### config.mk
export PLATFORM = sky130hd
export DESIGN_NAME = mm_xfer
export DESIGN_NICKNAME = d
export VERILOG_FILES = /design/src/rtl/mm_xfer.sv
export SDC_FILE = /design/constraint.sdc
export NUM_CORES = 1
export LEC_CHECK = 0
export ABC_AREA = 1
export BUFFER_PORTS_ARGS = -buffer_cell sky130_fd_sc_hd__buf_4
export CAP_MARGIN = 20
export CORE_AREA = 3 3 256 258
export CTS_BUF_LIST = sky130_fd_sc_hd__clkbuf_4 sky130_fd_sc_hd__clkbuf_8 sky130_fd_sc_hd__clkbuf_16
export DETAILED_ROUTE_END_ITERATION = 8
export DIE_AREA = 0 0 259 261
export PLACE_DENSITY = 0.58
export SLEW_MARGIN = 5
export SYNTH_ARGS = -nofsm -noshare
export SYNTH_HDL_FRONTEND = slang
export SYNTH_SLANG_ARGS = --single-unit
### constraint.sdc
create_clock -name clk -period 6.4 [get_ports clk]
set_input_delay 0.96 -clock clk [delete_from_list [all_inputs] [get_ports clk]]
set_output_delay 0.96 -clock clk [all_outputs]
set_load 0.02 [all_outputs]
### src/rtl/mm_xfer.sv
// mm_xfer: converts 256-bit cache line read/write commands into eight 32-bit
// request/acknowledge beats on a word-wide memory port, with a per-beat
// acknowledge timeout and a sticky error flag.
module mm_xfer #(
    parameter int unsigned TIMEOUT = 255
) (
    input  logic         clk,
    input  logic         reset,
    input  logic [31:0]  mm_a,
    input  logic [255:0] mm_wd,
    input  logic         mm_write,
    input  logic         mm_read,
    output logic [255:0] mm_rd,
    output logic         mm_valid,
    output logic         mm_wr_done,
    output logic         mm_busy,
    output logic         mm_err,
    output logic [31:0]  mem_a,
    output logic [31:0]  mem_wd,
    output logic         mem_we,
    output logic         mem_req,
    input  logic         mem_ack,
    input  logic [31:0]  mem_rd
);

    localparam logic [15:0] TimeoutW = 16'(TIMEOUT);

    typedef enum logic [2:0] {
        StIdle,
        StRd,
        StWr,
        StDoneRd,
        StDoneWr
    } state_e;

    state_e         state_q, state_d;
    logic [26:0]    line_q, line_d;
    logic [255:0]   wd_q, wd_d;
    logic [255:0]   rd_q, rd_d;
    logic [2:0]     k_q, k_d;
    logic [15:0]    wait_q, wait_d;
    logic           err_q, err_d;
    logic [15:0]    wait_inc;
    logic [7:0]     word_lsb;

    assign wait_inc = wait_q + 16'd1;
    assign word_lsb = {k_q, 5'b00000};

    // State and datapath registers; reset aborts any transfer in flight.
    always_ff @(posedge clk) begin
        if (reset) begin
            state_q <= StIdle;
            line_q  <= '0;
            wd_q    <= '0;
            rd_q    <= '0;
            k_q     <= '0;
            wait_q  <= '0;
            err_q   <= 1'b0;
        end else begin
            state_q <= state_d;
            line_q  <= line_d;
            wd_q    <= wd_d;
            rd_q    <= rd_d;
            k_q     <= k_d;
            wait_q  <= wait_d;
            err_q   <= err_d;
        end
    end

    // Next-state, beat sequencing and memory-port outputs.
    always_comb begin
        state_d = state_q;
        line_d  = line_q;
        wd_d    = wd_q;
        rd_d    = rd_q;
        k_d     = k_q;
        wait_d  = wait_q;
        err_d   = err_q;
        mem_req = 1'b0;
        mem_we  = 1'b0;
        mem_a   = '0;
        mem_wd  = '0;

        unique case (state_q)
            StIdle: begin
                k_d    = '0;
                wait_d = '0;
                if (mm_write) begin
                    // Write wins a simultaneous read; the read is dropped and flagged.
                    line_d  = mm_a[31:5];
                    wd_d    = mm_wd;
                    state_d = StWr;
                    if (mm_read) begin
                        err_d = 1'b1;
                    end
                end else if (mm_read) begin
                    line_d  = mm_a[31:5];
                    state_d = StRd;
                end
            end
            StRd, StWr: begin
                mem_req = 1'b1;
                mem_a   = {line_q, k_q, 2'b00};
                if (state_q == StWr) begin
                    mem_we = 1'b1;
                    mem_wd = wd_q[word_lsb +: 32];
                end
                if (mem_ack) begin
                    wait_d = '0;
                    k_d    = k_q + 3'd1;
                    if (state_q == StRd) begin
                        rd_d[word_lsb +: 32] = mem_rd;
                    end
                    if (k_q == 3'd7) begin
                        state_d = (state_q == StRd) ? StDoneRd : StDoneWr;
                    end
                end else if (wait_inc == TimeoutW) begin
                    // Give up on this beat: partial read words stay in mm_rd.
                    wait_d  = wait_inc;
                    err_d   = 1'b1;
                    k_d     = '0;
                    state_d = StIdle;
                end else begin
                    wait_d = wait_inc;
                end
            end
            StDoneRd, StDoneWr: begin
                state_d = StIdle;
            end
            default: begin
                state_d = StIdle;
            end
        endcase
    end

    assign mm_rd      = rd_q;
    assign mm_valid   = (state_q == StDoneRd);
    assign mm_wr_done = (state_q == StDoneWr);
    assign mm_busy    = (state_q != StIdle);
    assign mm_err     = err_q;

endmodule

# == Yosys cells after proc, flatten, opt, wreduce, memory -nomap -nowiden ==
# Index checks and enable logic that the tools add are counted.
# classes
n_addsub,3
reduce_logical,11
muxes,25
n_shift,3
eq_ne,13
# op_table
cell,n
bitwise mux 256 bit,1
"variable shift 32 x 10 -> 256 bit, first input constant",1
indexed part select 256 x 9 -> 32 bit,1
indexed part select 32 x 10 -> 256 bit,1
two-way mux 32 bit,3
two-way mux 27 bit,2
one-hot mux 16 bit (2 select lines),1
two-way mux 3 bit,7
"adder 16 x 1 -> 16 bit, second input constant",1
"== test 16 x 8 -> 1 bit, second input constant",1
two-way mux 16 bit,1
one-hot mux 3 bit (2 select lines),2
negator 8 -> 10 bit,1
"!= test 3 bit, second input constant",3
"!= test 2 bit, second input constant",4
two-way mux 1 bit,7
"== test 3 x 2 -> 1 bit, second input constant",2
"== test 3 bit, second input constant",2
AND reduction 2 bit,3
AND reduction 3 bit,2
AND reduction 5 bit,1
nonzero test 2 bit,2
"adder 3 x 1 -> 3 bit, second input constant",1
"== test 3 x 1 -> 1 bit, second input constant",1
4 further kinds,4
# word_totals
out_inout_bits,326
elab_cells,62
reg_bits,562

# == Longest topological paths before layout ==
# Gate-level depths: netlist of the first run.
# depth
word_depth,5
depth_mapped,14
depth_no_buf,14

# == Worst setup path before layout of the first run ==
# OpenSTA, ideal clock, no wires.
# synth_timing
kind,register to register
start,register k_q[0]
end,register rd_q[41] (netlist: mm_rd[41])
synth_period_minus_slack_ps,2834
required_time_ps,6330
arrival_time_ps,2764
stages_incl_launch_ff,15
setup_slack_ps,3566
path_buffers,5
path_cell_list,dfxtp_1 buf_2 inv_1 buf_2 clkbuf_1 clkbuf_1 ha_1 ha_1 inv_1 nor3_1 nand2_1 inv_1 clkbuf_1 o21ai_0 a21oi_1
# synth_via
elab_chain_cells,3
word_cells_on_any_way,4
classes_between,add/sub: 1; shift: 2; mux: 1
# synth_lines
element,line,source
from (decl),40,"logic [2:0] k_q, k_d;"
from (signal assigned),64,k_q <= k_d;
negator 8 -> 10 bit *,112,rd_d[word_lsb +: 32] = mem_rd;
indexed part select 32 x 10 -> 256 bit or variable shift 32 x 10 -> 256 bit (tied branches),112,
bitwise mux 256 bit *,112,
to (signal assigned),63,rd_q <= rd_d;
to (decl),39,"logic [255:0] rd_q, rd_d;"
# Every way passes the cells marked *; elsewhere a longest branch is shown, timed or not.
# A chain may end at the register's enable or synchronous reset.

# == Worst setup path in the final report of the first run ==
# layout_timing
start,register k_q[0]
end,output port mem_wd[9]
# layout_via
elab_chain_cells,3
# layout_lines
element,line,source
indexed part select 256 x 9 -> 32 bit,106,mem_wd = wd_q[word_lsb +: 32];
two-way mux 32 bit,104,if (state_q == StWr) begin
two-way mux 32 bit,84,unique case (state_q)
to (decl),19,"output logic [31:0] mem_wd,"
# Every way passes these cells.

==> out/metrics.cfg, run 1 <==
[status]
outcome = finished, final reports clean

[cells_and_area]
nets = 3940
postLayoutCellArea_mm2 = 0.0303
utilization_pct = 48.0
fillCellCount = 6460
drive_gt1_share_pct = 22.2
area_growth_pct = 31.9

[timing]
setup_viol = 0
setup_slack_ps = 1920
min_period_over_period_pct = 69.9
worst_clock_skew_ps = 28.7
final_max_slew_viol_count = 0
grt_setup_unrepaired = false
tns_ps = 0
hold_violations = 0
slew_headroom_pct = 29.2
worstMarginPinSlew_ps = 1060
fmax_ghz = 0.223
fin_crit_ps = 4480

[placed_design]
io_buffers = 643
placed_area_mm2 = 0.0282
dpl_worst_slack_ps = 2380
dp_hpwl_um = 68700
gp_congestion = 0.929

[cts]
cts_tree = done
clk_latency_ps = 630
htree_num_levels = 2
clock-sinks = 562
clockBufferDepth = 3
holdBufCountCts = 0
clk_pin_slew_ps = 60
cts_resized = 0
root_buffer = clkbuf_16
numCtsBuffers = 61
post_cts_buffers = 0

[global_route]
grt_pass1_wl_um = 142000
grt_overflow = 0
grt_usage_pct = 27.6
grt_max_degree = 151
antenna_found_initial = 17
use_met3_pct = 8.42
grt_pass1_vias = 21600
groute.layer.met1.usage_pct = 33.0
use_met2_pct = 46.2
grt_busiest_layer = met2

[setup_path]
worstReg2RegEnd = mm_rd[198]
r2r_start = k_q[0]
critPathArrivalTime_ps = 3520
r2r_setup_slack_ps = 2360
worstPathRequired_ps = 5440
crit_path_end_kind = output pin
worstRegToRegCells = 9
startpoint_type = flip-flop
worst-path-max-fanout = 70
critPathKind = reg -> out

[yosys]
ys_seq_area_share_pct = 48.9
syn_inst = 3131
synth.distinct_cells = 31
synth_warnings = 0
synthFlopType = dfxtp_1
synth_area_leaders = dfxtp_1 49%, a21oi_1 13%, o21ai_0 11%, nor2_1 5.3%, inv_1 4.5%
avgSynthCellArea_um2 = 7.35
synth_top_area_share_pct = 48.9
synth_edf_count = 0
synth.largest_area_cell = dfxtp_1
syn_area_mm2 = 0.0230
async_flop_share_pct = 0
synth-seq-cells = 562

[routing]
wl_per_cell_um = 21.8
first_iter_violations = 1828
drc = 0
vias = 23300
first_pass_iters = 5
via_per_inst = 5.16
drtAntennaViolNets = 0
wl_um = 98300

[power]
vdd.ir_drop.worst_mv = 0.237
p_leak_nw = 12.4
power_mw = 11.3
power.density_mw_per_mm2 = 372

[worst_hold_path]
worstHoldStart = line_q[22]
hold_path.class = reg -> reg
hold_depth = 2
hold_end = line_q[22]

[floorplan]
die_height_um = 261
design.core.area_mm2 = 0.0632
rows = 92
dieArea_mm2 = 0.0676
die_w_um = 259
start_util_pct = 36.4
ios = 651

[flow_run]
maxCapViolCount = 0

cells in the mapped netlist (5+ instances only):
master    instances
buf_2            34
o21ai_1          28
a21oi_1         580
a31oi_1          32
buf_4             5
nand3_1         188
nand4_1           8
o21ai_0         500
buf_1            21
inv_1           278
a211oi_1         16
nor2_1          324
nor3_1           58
clkbuf_1        205
dfxtp_1         562
nand2_1         259
ha_1              9
metrics by stage:
stage,hold WS [ps],std cells
3_5_place_dp,444,4388
2_1_floorplan,430,3132
4_1_cts,454,4501
6_report,453,4516
3_3_place_gp,441,4387
5_1_grt,471,4511
state kept, by name, indices dropped and copies added (netlist names):
name     count
k_q          3
line_q      27
mm_err       1
mm_rd      256
state_q      3
wait_q      16
wd_q       256
cells by family after synthesis:
group / synth area share (%)
adders and majority gates: 0.490
buffers and inverters: 9.29
DFF: 48.9
xor gates and xnor gates: 0.114
and+or+nand+nor: 15.6
other: 0.0163
AOI/OAI and AO/OA: 25.5
layout by cell type (no fill, tap or decap), types with 4 or more instances in the layout:
| cell | instances |
|---|---|
| o21ai_1 | 28 |
| inv_1 | 275 |
| diode_2 | 14 |
| clkbuf_4 | 16 |
| dfxtp_1 | 559 |
| clkinv_1 | 4 |
| nor2_1 | 324 |
| nor3_1 | 58 |
| a31oi_1 | 32 |
| clkbuf_8 | 18 |
| nand2_1 | 258 |
| nand4_1 | 8 |
| nand3_1 | 188 |
| ha_1 | 9 |
| clkinv_2 | 7 |
| buf_4 | 672 |
| bufinv_16 | 4 |
| a21oi_1 | 580 |
| a211oi_1 | 16 |
| clkbuf_16 | 61 |
| o21ai_0 | 500 |
critical path, stage by stage (launching register included):
cell,delay (ps)
dfxtp_4,540
buf_4,650
buf_4,610
o21ai_0,190
nand3_1,210
nand2_1,190
a31oi_1,270
buf_4,190
where the power goes:
| group | internal, mW | switching, mW | leakage [nW] |
|---|---|---|---|
| combinational | 0.981 | 2.40 | 6.77 |
| sequential | 4.00 | 0.184 | 4.58 |
| clock | 2.20 | 1.51 | 1.07 |
worst max path at each step:
stage / from / to / cells after the start
2_1_floorplan: k_q[0] / mm_rd[41] / 14
3_3_place_gp: k_q[0] / mm_rd[198] / 9
3_5_place_dp: k_q[0] / mm_rd[66] / 9
4_1_cts: k_q[0] / mem_wd[31] / 7
5_1_grt: k_q[0] / mem_wd[31] / 7
6_report: k_q[0] / mem_wd[9] / 7
area by class of cell:
type | instances | area (um2) | area share (%)
Sequential cell | 562 | 11300 | 37.1
Multi-Input combinational cell | 2018 | 9630 | 31.7
Timing Repair Buffer | 678 | 5150 | 17.0
Clock buffer | 95 | 1890 | 6.24
Inverter | 285 | 1080 | 3.58
Tap cell | 846 | 1060 | 3.49
Clock inverter | 18 | 223 | 0.734
Antenna cell | 14 | 35.0 | 0.115
metal layers:
metal / share of wire [%] / wire, um
met5: 0.12 / 114
met4: 3.9 / 3870
met3: 8.7 / 8530
met2: 48 / 46800
met1: 40 / 38900
Power figures use the tool's default switching activity.
==> run 2: changes to the inputs <==
--- a/config.mk
+++ b/config.mk
@@ -8,11 +8,11 @@
 export ABC_AREA = 1
 export BUFFER_PORTS_ARGS = -buffer_cell sky130_fd_sc_hd__buf_4
 export CAP_MARGIN = 20
-export CORE_AREA = 3 3 256 258
+export CORE_AREA = 3 3 253 255
 export CTS_BUF_LIST = sky130_fd_sc_hd__clkbuf_4 sky130_fd_sc_hd__clkbuf_8 sky130_fd_sc_hd__clkbuf_16
 export DETAILED_ROUTE_END_ITERATION = 8
-export DIE_AREA = 0 0 259 261
-export PLACE_DENSITY = 0.58
+export DIE_AREA = 0 0 256 258
+export PLACE_DENSITY = 0.61
 export SLEW_MARGIN = 5
 export SYNTH_ARGS = -nofsm -noshare
 export SYNTH_HDL_FRONTEND = slang
==> constraint.sdc (replaced) <==
create_clock -name clk -period 4.08 [get_ports clk]
set_input_delay 0.612 -clock clk [delete_from_list [all_inputs] [get_ports clk]]
set_output_delay 0.612 -clock clk [all_outputs]
set_load 0.02 [all_outputs]
==> out/metrics.cfg, run 2 (same netlist as run 1, synthesis figures left out) <==
[routing]
wl_um = 97200  ; -1.1%
first_pass_iters = 5  ; unchanged
via_per_inst = 5.20  ; +0.69%
drc = 0  ; unchanged
vias = 23400  ; +0.45%
drtAntennaViolNets = 0  ; unchanged
first_iter_violations = 2001  ; +9.5%
wl_per_cell_um = 21.6  ; -0.90%

[timing]
fmax_ghz = 0.268
min_period_over_period_pct = 91.5
setup_viol = 0  ; unchanged
slew_headroom_pct = 24.6  ; -4.5 points
hold_violations = 0  ; unchanged
tns_ps = 0  ; unchanged
worstMarginPinSlew_ps = 1130  ; +68.2 ps
holdWs_ps = 221  ; -232 ps
setup_slack_ps = 346  ; -1580 ps
final_max_slew_viol_count = 0  ; unchanged
fin_crit_ps = 3730
grt_setup_unrepaired = false
worst_clock_skew_ps = 34.1  ; +5.46 ps

[cells_and_area]
area_growth_pct = 32.1
utilization_pct = 49.2  ; +1.1 points
final_common_cell = buf_4
drive_gt1_share_pct = 22.2  ; +0.085 points
finalNonFillerCells = 4505  ; -0.24%
nets = 3947  ; +0.18%
fillCellCount = 6222  ; -3.7%
postLayoutCellArea_mm2 = 0.0304  ; +0.17%
mostFrequentLayoutCells = 677 x buf_4, 580 x a21oi_1, 559 x dfxtp_1

[placed_design]
placed_area_mm2 = 0.0283  ; +0.34%
io_buffers = 643  ; unchanged
dp_hpwl_um = 68100  ; -0.86%
dpl_worst_slack_ps = 767  ; -1610 ps
gp_congestion = 0.857  ; -7.8%
dp.cells = 4387  ; -0.023%

[global_route]
grt_overflow = 0  ; unchanged
grt_pass1_vias = 21700  ; +0.41%
antenna_found_initial = 15  ; -2
grt_max_degree = 157  ; +4.0%
grt_usage_pct = 27.9  ; +0.32 points
grt_pass1_wl_um = 142000  ; about the same

[cts]
htree_num_levels = 2  ; unchanged
holdBufCountCts = 0  ; unchanged
clk_pin_slew_ps = 60  ; about the same
clockBufferDepth = 3  ; unchanged
clk_latency_ps = 640  ; about the same
post_cts_buffers = 0  ; unchanged
cts_tree = done
root_buffer = clkbuf_16
clock-sinks = 562  ; unchanged
numCtsBuffers = 60  ; -1.6%
cts_resized = 0  ; unchanged

[floorplan]
dieArea_mm2 = 0.0660  ; -2.3%
rows = 91  ; -1.1%
design.core.area_mm2 = 0.0618  ; -2.2%
die_w_um = 256  ; -1.2%
ios = 651  ; unchanged
start_util_pct = 37.2  ; +0.81 points
die_height_um = 258  ; -1.1%

[power]
power_mw = 17.7  ; +57%
power.density_mw_per_mm2 = 582  ; +56%
p_leak_nw = 12.5  ; +0.36%
vdd.ir_drop.worst_mv = 0.421  ; +78%

[setup_path]
critPathKind = reg -> out
startpoint_type = flip-flop
critPathMaxStageDelay_ps = 800  ; +150 ps
path_common_cell = buf_4
worstPathRequired_ps = 3470  ; -1970 ps
cpMaxStageDelayCell = buf_4
r2r_setup_slack_ps = 750  ; -1610 ps
critPathArrivalTime_ps = 3120  ; -400 ps
crit_path_cell_trace = inv_6, buf_4, o21ai_0, nand3_1, nand2_1, a31oi_1, buf_4
worst-path-max-fanout = 98  ; +40%
crit_path_end_kind = output pin

[worst_hold_path]
hold_path.class = in -> reg

[status]
outcome = finished, final reports clean

[flow_run]
maxCapViolCount = 0  ; unchanged

run 2: cell count changes in the layout (fill, tap and decap cells not counted), sizes merged:
cell      change
clkbuf        -7
inv           -1
buf           +8
bufinv        +1
diode         -6
clkinv        +5
clkinvlp      -2
run 2: worst paths after layout:
path | startpoint | to | cells past startpoint
worst min-delay path | mem_rd[14] | mm_rd[14] | 3
worst min register to register | wd_q[206] | wd_q[206] | 2
worst max-delay path | k_q[0] | mem_wd[17] | 7
worst max register to register | k_q[0] | mm_rd[47] | 11
run 2: per-layer routing:
| metal | up-vias | GRT usage [%] | wire [um] |
|---|---|---|---|
| met5 | - | 0 | 85 |
| met4 | 14 | 11.0 | 3870 |
| met3 | 182 | 7.48 | 8180 |
| met2 | 913 | 46.3 | 45900 |
| met1 | 10900 | 34.6 | 39200 |
| li1 | 11400 | - | - |
run 2: area by class of cell:
type                            count  area, um2  share of cell area [%]
Sequential cell                   562      11300                    37.1
Multi-Input combinational cell   2018       9630                    31.7
Timing Repair Buffer              686       5260                    17.3
Clock buffer                       88       1790                    5.90
Inverter                          285       1080                    3.57
Tap cell                          837       1050                    3.45
Clock inverter                     21        297                   0.976
Antenna cell                        8       20.0                  0.0659
run 2: where the power goes:
part | internal, mW | leakage, nW | switching (mW) | total [mW]
clock | 3.38 | 1.05 | 2.40 | 5.77
sequential | 6.28 | 4.58 | 0.303 | 6.58
combinational | 1.56 | 6.83 | 3.75 | 5.32
total | 11.2 | 12.5 | 6.45 | 17.7
run 2: worst max-delay path: cells and delay by family (launching register included):
family	cells	cell delay (ps)
buffers and inverters	3	1220
AND/OR/NAND/NOR	2	250
AO/OA/AOI/OAI	2	420
flip-flops	1	480
